<file path="src/rtl/period_capture.sv">
// Input capture: measures active time and period of sig_i in clock cycles.
// Define PERIOD_CAPTURE_SYNC_EN to add a two-flop synchronizer on the input.
module period_capture #(
    parameter int DATA_WIDTH = 16
) (
    input  logic                  clk_i,
    input  logic                  rst_i,
    input  logic                  en_i,
    input  logic                  clr_i,
    input  logic                  pol_i,
    input  logic                  sig_i,
    output logic                  valid_o,
    input  logic                  ready_i,
    output logic [DATA_WIDTH-1:0] high_o,
    output logic [DATA_WIDTH-1:0] period_o,
    output logic                  ovf_o,
    output logic                  lost_o,
    output logic                  busy_o
);

    localparam logic [1:0] ST_IDLE     = 2'd0;
    localparam logic [1:0] ST_ARM      = 2'd1;
    localparam logic [1:0] ST_ACTIVE   = 2'd2;
    localparam logic [1:0] ST_INACTIVE = 2'd3;

    localparam logic [DATA_WIDTH-1:0] CNT_MAX = '1;
    localparam logic [DATA_WIDTH-1:0] CNT_ONE = {{(DATA_WIDTH-1){1'b0}}, 1'b1};

    // Handshake: a result is transferred on any cycle where valid_o and ready_i
    // are both high; while valid_o=1 and ready_i=0 the result fields hold.

    logic s_raw;
    logic s;
    logic s_q;
    logic rise;
    logic fall;

    assign s_raw = sig_i ^ pol_i;

`ifdef PERIOD_CAPTURE_SYNC_EN
    logic sync_a;
    logic sync_b;

    always_ff @(posedge clk_i or posedge rst_i) begin
        if (rst_i) begin
            sync_a <= 1'b0;
            sync_b <= 1'b0;
        end else begin
            sync_a <= s_raw;
            sync_b <= sync_a;
        end
    end

    assign s = sync_b;
`else
    assign s = s_raw;
`endif

    always_ff @(posedge clk_i or posedge rst_i) begin
        if (rst_i) begin
            s_q <= 1'b0;
        end else begin
            s_q <= s;
        end
    end

    assign rise = s & ~s_q;
    assign fall = ~s & s_q;

    logic [1:0]            state;
    logic [1:0]            state_n;
    logic [DATA_WIDTH-1:0] cnt;
    logic [DATA_WIDTH-1:0] cnt_n;
    logic                  sat;
    logic                  sat_n;
    logic [DATA_WIDTH-1:0] high_r;
    logic [DATA_WIDTH-1:0] high_n;
    logic                  cap;

    always_comb begin
        state_n = state;
        cnt_n   = (cnt == CNT_MAX) ? cnt : cnt + CNT_ONE;
        sat_n   = sat | (cnt == CNT_MAX);
        high_n  = high_r;
        cap     = 1'b0;
        case (state)
            ST_IDLE: begin
                cnt_n   = '0;
                sat_n   = 1'b0;
                state_n = ST_ARM;
            end
            ST_ARM: begin
                // Any partial period before the first rise is discarded.
                cnt_n = '0;
                sat_n = 1'b0;
                if (rise) begin
                    state_n = ST_ACTIVE;
                    cnt_n   = CNT_ONE;
                end
            end
            ST_ACTIVE: begin
                if (fall) begin
                    high_n  = cnt;
                    state_n = ST_INACTIVE;
                end
            end
            ST_INACTIVE: begin
                if (rise) begin
                    cap     = 1'b1;
                    state_n = ST_ACTIVE;
                    cnt_n   = CNT_ONE;
                    sat_n   = 1'b0;
                end
            end
            default: begin
                state_n = ST_IDLE;
                cnt_n   = '0;
                sat_n   = 1'b0;
            end
        endcase
        if (!en_i) begin
            state_n = ST_IDLE;
            cnt_n   = '0;
            sat_n   = 1'b0;
            cap     = 1'b0;
        end
    end

    always_ff @(posedge clk_i or posedge rst_i) begin
        if (rst_i) begin
            state    <= ST_IDLE;
            cnt      <= '0;
            sat      <= 1'b0;
            high_r   <= '0;
            valid_o  <= 1'b0;
            high_o   <= '0;
            period_o <= '0;
            ovf_o    <= 1'b0;
            lost_o   <= 1'b0;
            busy_o   <= 1'b0;
        end else if (clr_i) begin
            state    <= ST_IDLE;
            cnt      <= '0;
            sat      <= 1'b0;
            high_r   <= '0;
            valid_o  <= 1'b0;
            high_o   <= '0;
            period_o <= '0;
            ovf_o    <= 1'b0;
            lost_o   <= 1'b0;
            busy_o   <= 1'b0;
        end else begin
            state  <= state_n;
            cnt    <= cnt_n;
            sat    <= sat_n;
            high_r <= high_n;
            busy_o <= (state_n != ST_IDLE);
            if (cap) begin
                // A full register that is not being drained keeps its result.
                if (!valid_o || ready_i) begin
                    valid_o  <= 1'b1;
                    high_o   <= high_r;
                    period_o <= cnt;
                    ovf_o    <= sat;
                end else begin
                    lost_o <= 1'b1;
                end
            end else if (valid_o && ready_i) begin
                valid_o <= 1'b0;
            end
        end
    end

endmodule
</file>
<file path="config.mk">
export PLATFORM = sky130hd
export DESIGN_NAME = period_capture
export DESIGN_NICKNAME = d
export VERILOG_FILES = /design/src/rtl/period_capture.sv
export SDC_FILE = /design/constraint.sdc
export NUM_CORES = 1
export LEC_CHECK = 0
export CELL_PAD_IN_SITES_DETAIL_PLACEMENT = 1
export CELL_PAD_IN_SITES_GLOBAL_PLACEMENT = 2
export CORE_MARGIN = 10
export CORE_UTILIZATION = 36
export DETAILED_ROUTE_END_ITERATION = 8
export MAX_ROUTING_LAYER = met4
export PLACE_DENSITY_LB_ADDON = 0.1
export REMOVE_ABC_BUFFERS = 1
export SLEW_MARGIN = 10
export SYNTH_ARGS = -nofsm -noshare
export SYNTH_HDL_FRONTEND = slang
export SYNTH_SLANG_ARGS = --single-unit
</file>
<file path="constraint.sdc">
create_clock -name clk_i -period 2.3 [get_ports clk_i]
set_input_delay 0.23 -clock clk_i [delete_from_list [all_inputs] [get_ports clk_i]]
set_output_delay 0.23 -clock clk_i [all_outputs]
set_load 0.1 [all_outputs]
</file>
Word level (Yosys, flattened, before mapping)
Index checks and enable logic that the tools add are counted.
{ "totals": {"word_cells": 78, "register_bits": 72, "out_inout_bits": 36, "inputBits": 7} }
{ "op_classes": {"muxes": 38, "n_eq_ne": 6, "n_reduce_logical": 16, "add_sub_neg": 1, "n_bitwise": 6} }
{ "op_table": {"columns": ["cell", "n"], "rows": [
  ["16-bit 2-to-1 mux", 13],
  ["16-bit case mux with 3 select lines", 1],
  ["1-bit 2-to-1 mux", 18],
  ["16-bit by 1-bit adder with 16-bit output, second input constant", 1],
  ["16-bit equality test, second input constant", 1],
  ["2-bit nonzero test", 5],
  ["2-bit 2-to-1 mux", 4],
  ["2-bit AND reduction", 4],
  ["2-bit case mux with 3 select lines", 1],
  ["2-bit equality test, second input constant", 2],
  ["2-bit OR reduction", 2],
  ["3-bit by 2-bit inequality test with 1-bit output, second input constant", 1],
  ["3-bit nonzero test", 1],
  ["1-bit bitwise AND", 2],
  ["2-bit by 1-bit equality test with 1-bit output, second input constant", 1],
  ["2-bit logical NOT", 1],
  ["2-bit inequality test, second input constant", 1],
  ["1-bit NOT", 2],
  ["1-bit case mux with 2 select lines", 1],
  ["1-bit logical AND", 1],
  ["1-bit logical NOT", 1],
  ["1-bit logical OR", 1],
  ["1-bit bitwise OR", 1],
  ["1-bit XOR", 1]
]} }

Logic depth before layout (Yosys ltp)
{ "depth": {"depth_word": 8, "mapped_depth": 6, "depth_no_buf": 5} }

Worst setup path after synthesis
OpenSTA, ideal clock, no wires.
{ "synth_path": {"path_type": "register to register", "start": "reg valid_o", "end": "reg high_o[0]", "synth_period_minus_slack_ps": 2054, "slack_ps": 246, "arrival_ps": 1985, "required_time_ps": 2231, "path_stages_with_launch": 6, "setup_time_ps": 69, "path_buffers": 1, "path_cell_list": "dfrtp_1 > nor2b_1 > inv_1 > a41oi_1 > buf_2 > a22o_1"} }
{ "synth_between": {"elab_chain_cells": 4} }
{ "synth_lines": {"columns": ["item", "line_no", "rtl"], "rows": [
  ["start, declared", "12", "output logic valid_o,"],
  ["start signal, assigned", "135", "valid_o <= 1'b0;"],
  ["start signal, assigned", "146", "valid_o <= 1'b0;"],
  ["start signal, assigned", "161", "valid_o <= 1'b1;"],
  ["1-bit logical NOT", "160", "if (!valid_o || ready_i) begin"],
  ["1-bit logical OR", "160", null],
  ["2-bit nonzero test (no source line)", null, null],
  ["2-bit AND reduction (no source line)", null, null],
  ["end signal, assigned", "162", "high_o <= high_r;"],
  ["end, declared", "14", "output logic [DATA_WIDTH-1:0] high_o,"]
]} }
Every way passes these cells.
A chain may end at the register's enable or synchronous reset.

Worst setup path after layout
{ "layout_path": {"start": "reg cnt[1]", "end": "reg cnt[10]"} }
{ "layout_between": {"elab_chain_cells": 6, "word_cells_on_any_way": 7, "cone_classes": "add/sub: 1; eq/ne: 1; mux: 5"} }
{ "layout_lines": {"columns": ["item", "line_no", "rtl"], "rows": [
  ["start, declared", "72", "logic [DATA_WIDTH-1:0] cnt;"],
  ["start signal, assigned", "154", "cnt <= cnt_n;"],
  ["16-bit by 1-bit adder with 16-bit output or 16-bit equality test (tied branches)", "82", "cnt_n = (cnt == CNT_MAX) ? cnt : cnt + CNT_ONE;"],
  ["16-bit 2-to-1 mux *", "82", null],
  ["16-bit 2-to-1 mux", "108", "if (rise) begin"],
  ["16-bit case mux with 3 select lines *", "86", "case (state)"],
  ["16-bit 2-to-1 mux *", "121", "if (!en_i) begin"],
  ["16-bit 2-to-1 mux *", "141", "end else if (clr_i) begin"]
]} }
Mark *: on every way between the ends. The rest lies on a longest branch, timed or not.

==> qor.yml <==
viasPerCell: 5.36
synth_cell_types: 36
grt_pass1_vias: 2416
dr.pass1.iters: 4
grt_overflow: 0
period_minus_slack_ns: 1.92
synth_top_family_by_area: "compound AO/OA/AOI/OAI gates"
synthTopCellsByCount: "dfrtp_1, a22o_1, nor2_1"
via_count: 2218
drt-total-wl_mm: 7.21
multiInputGateArea_um2: 1140
cts_resized: 0
period_share_pct: 83.5
max_freq_mhz: 521
drc_errors: 0
setup.worst_path.class: "reg2reg"
critPathMaxStageDelay_ns: 0.50
area_growth_pct: 24.9
p_per_area_nw_per_um2: 687
avgSynthCellArea_um2: 11.8
cp_cell_sequence: "ha_1, nand3_1, or2_1, or4_1, a21oi_1"
status: "completed"
gp_congestion: 0.793
cts_tree: "done"
ys.flop_type: "dfrtp_1"
worstPathMaxFanout: 6
synth-xor-area-share_pct: 0.540
critPathCapture: "cnt[10]"
insertion_delay_ns: 0.35
crit_arrival_ns: 2.19
cts_buffers: 9
post-dp-hpwl_mm: 4.93
crit_required_ns: 2.57
die_y_um: 111
hold_class: "in2async"
start_util_pct: 36.8
final_area_um2: 3760
slew_headroom_pct: 73.0
antennaDiodeCount: 0
synth_mux_area_share_pct: 5.65
skew_ns: 0.00636
clock_sinks: 72
antenna_found_initial: 0
seq_area_frac_synth_pct: 59.8
nets: 312
synth-async-reset-ratio_pct: 100
crit_start: "cnt[1]"
htreeDepth: 3
synth-seq-cells: 72
timing.critical_path.to_type: "register"
rows: 33
ant_nets: 0
final-max-slew-violation-count: 0
core_um2: 8180
drtIter0Drc: 91
crit_slowest_cell: "or4_1"
die_w_um: 111
synth_compound_area_share_pct: 16.3
ir_drop_mv: 0.328
place_area_um2: 3520
hold_viol_final: 0
clk_pin_slew_ns: 0.08
setup_violations: 0
grt_pass1_wl_mm: 12.6
boundaryPins: 43
die_area_um2: 12400
synth_warnings: 0
grtUsageTotal_pct: 12.5
max_cap_viol_count: 0
synth_top_area_cell: "dfrtp_1"
nFillCells: 897
cts_buffer_depth: 2
final_core_util_pct: 46.0
yosysTopAreaCellShare_pct: 59.8
synthCells: 255
synthTopCellsByArea: "dfrtp_1, a22o_1, mux2i_1, nor2_1, nand3_1"
tightest_slew_ns: 0.405
rsz0062_at_grt: "false"
synth-edff-count: 0
worst-r2r-cell-count: 5
leakage_nw: 1.82
r2r-end: "cnt[10]"
synthAdderAreaFrac_pct: 0.415
cts_setup_buffers: 0
post_drt_wl_per_cell_um: 17.4
cts_hold_buf: 0
rrSetupSlack_ns: 0.38
r2r_start: "cnt[1]"
post_route_cells_drive_above_1_share_pct: 23.0
synth_most_common_cell: "dfrtp_1"
port_buffers: 42
hold_ws_ns: 0.272
seq_area_um2: 1800
synth-simple-area-share_pct: 14.4
start_kind: "register"
synth_area_um2: 3010
clock-root-buffer: "clkbuf_8"
grt_max_degree: 73
[cell families after synthesis]
group           after synthesis
simple gates                 79
fa+ha+maj                     1
compound gates               65
flops                        72
mux                          17
xor+xnor                      1
buf+inv                      20
[area by class of cell]
type / instances / area share, %
Tap cell: 105 / 3.49
Clock buffer: 10 / 3.39
Multi-Input combinational cell: 163 / 30.2
Sequential cell: 72 / 47.9
Timing Repair Buffer: 54 / 11.5
Inverter: 4 / 0.399
Clock inverter: 6 / 3.09
[routing by layer]
metal	track usage (%)	part of all wire, %	vias up
met4	5.40	1.9	0
met1	15.6	48	1121
met3	3.06	3.6	10
met2	19.0	46	36
met5	-	0	-
li1	-	-	1051
[flip-flops by register name, summed over array words and instances, names as in the netlist]
register	cells
lost_o	1
busy_o	1
sat	1
cnt	16
period_o	16
s_q	1
ovf_o	1
state	2
high_r	16
valid_o	1
high_o	16
[critical path, delay by kind of cell, from the launching register on]
| kind | cells | cell delay [ns] |
|---|---|---|
| AND/OR/NAND/NOR | 3 | 0.95 |
| flip-flops | 1 | 0.45 |
| AO/OA/AOI/OAI | 1 | 0.15 |
| adder cells (fa/ha/maj) | 1 | 0.30 |
[cell usage in the layout, fill, tap and decap left out, types with 3 or more instances in the layout]
cell	n
a21oi_1	9
a22o_1	33
a31oi_1	3
buf_4	47
bufinv_16	3
clkbuf_8	9
clkdlybuf4s50_1	6
dfrtp_1	72
inv_1	3
mux2i_1	17
nand2_1	10
nand3_1	11
nand4_1	4
nor2_1	24
nor2b_1	3
nor3_1	4
nor4_2	3
o21ai_0	8
or3_1	6
or4_1	4
[where the power goes]
part	leakage, nW	switching [W]	total [W]	internal, W
clock network	0.121	0.000497	0.00123	0.000729
logic	0.697	0.0000637	0.0000886	0.0000249
registers	1.00	0.00000332	0.00127	0.00127
total	1.82	0.000564	0.00259	0.00202
[metrics by stage]
stage,instances,TNS [ns],setup WS [ns],total power (W)
floorplan,239,-52.81,-1.60,0.00134
CTS,414,0,0.375,0.00262
finish,414,0,0.379,0.00259
detailed placement,398,0,0.262,0.00139
global route,414,0,0.189,0.00269
global placement,398,0,0.296,0.00139
[worst min-delay path by stage]
stage / start / end / cells after the start
finish: rst_i / period_o[13] / 3
detailed placement: high_r[6] / high_o[6] / 1
global placement: high_r[10] / high_o[10] / 1
floorplan: clr_i / valid_o / 1
CTS: rst_i / period_o[13] / 3
global route: rst_i / period_o[13] / 3
(Power assumes the default switching activity.)
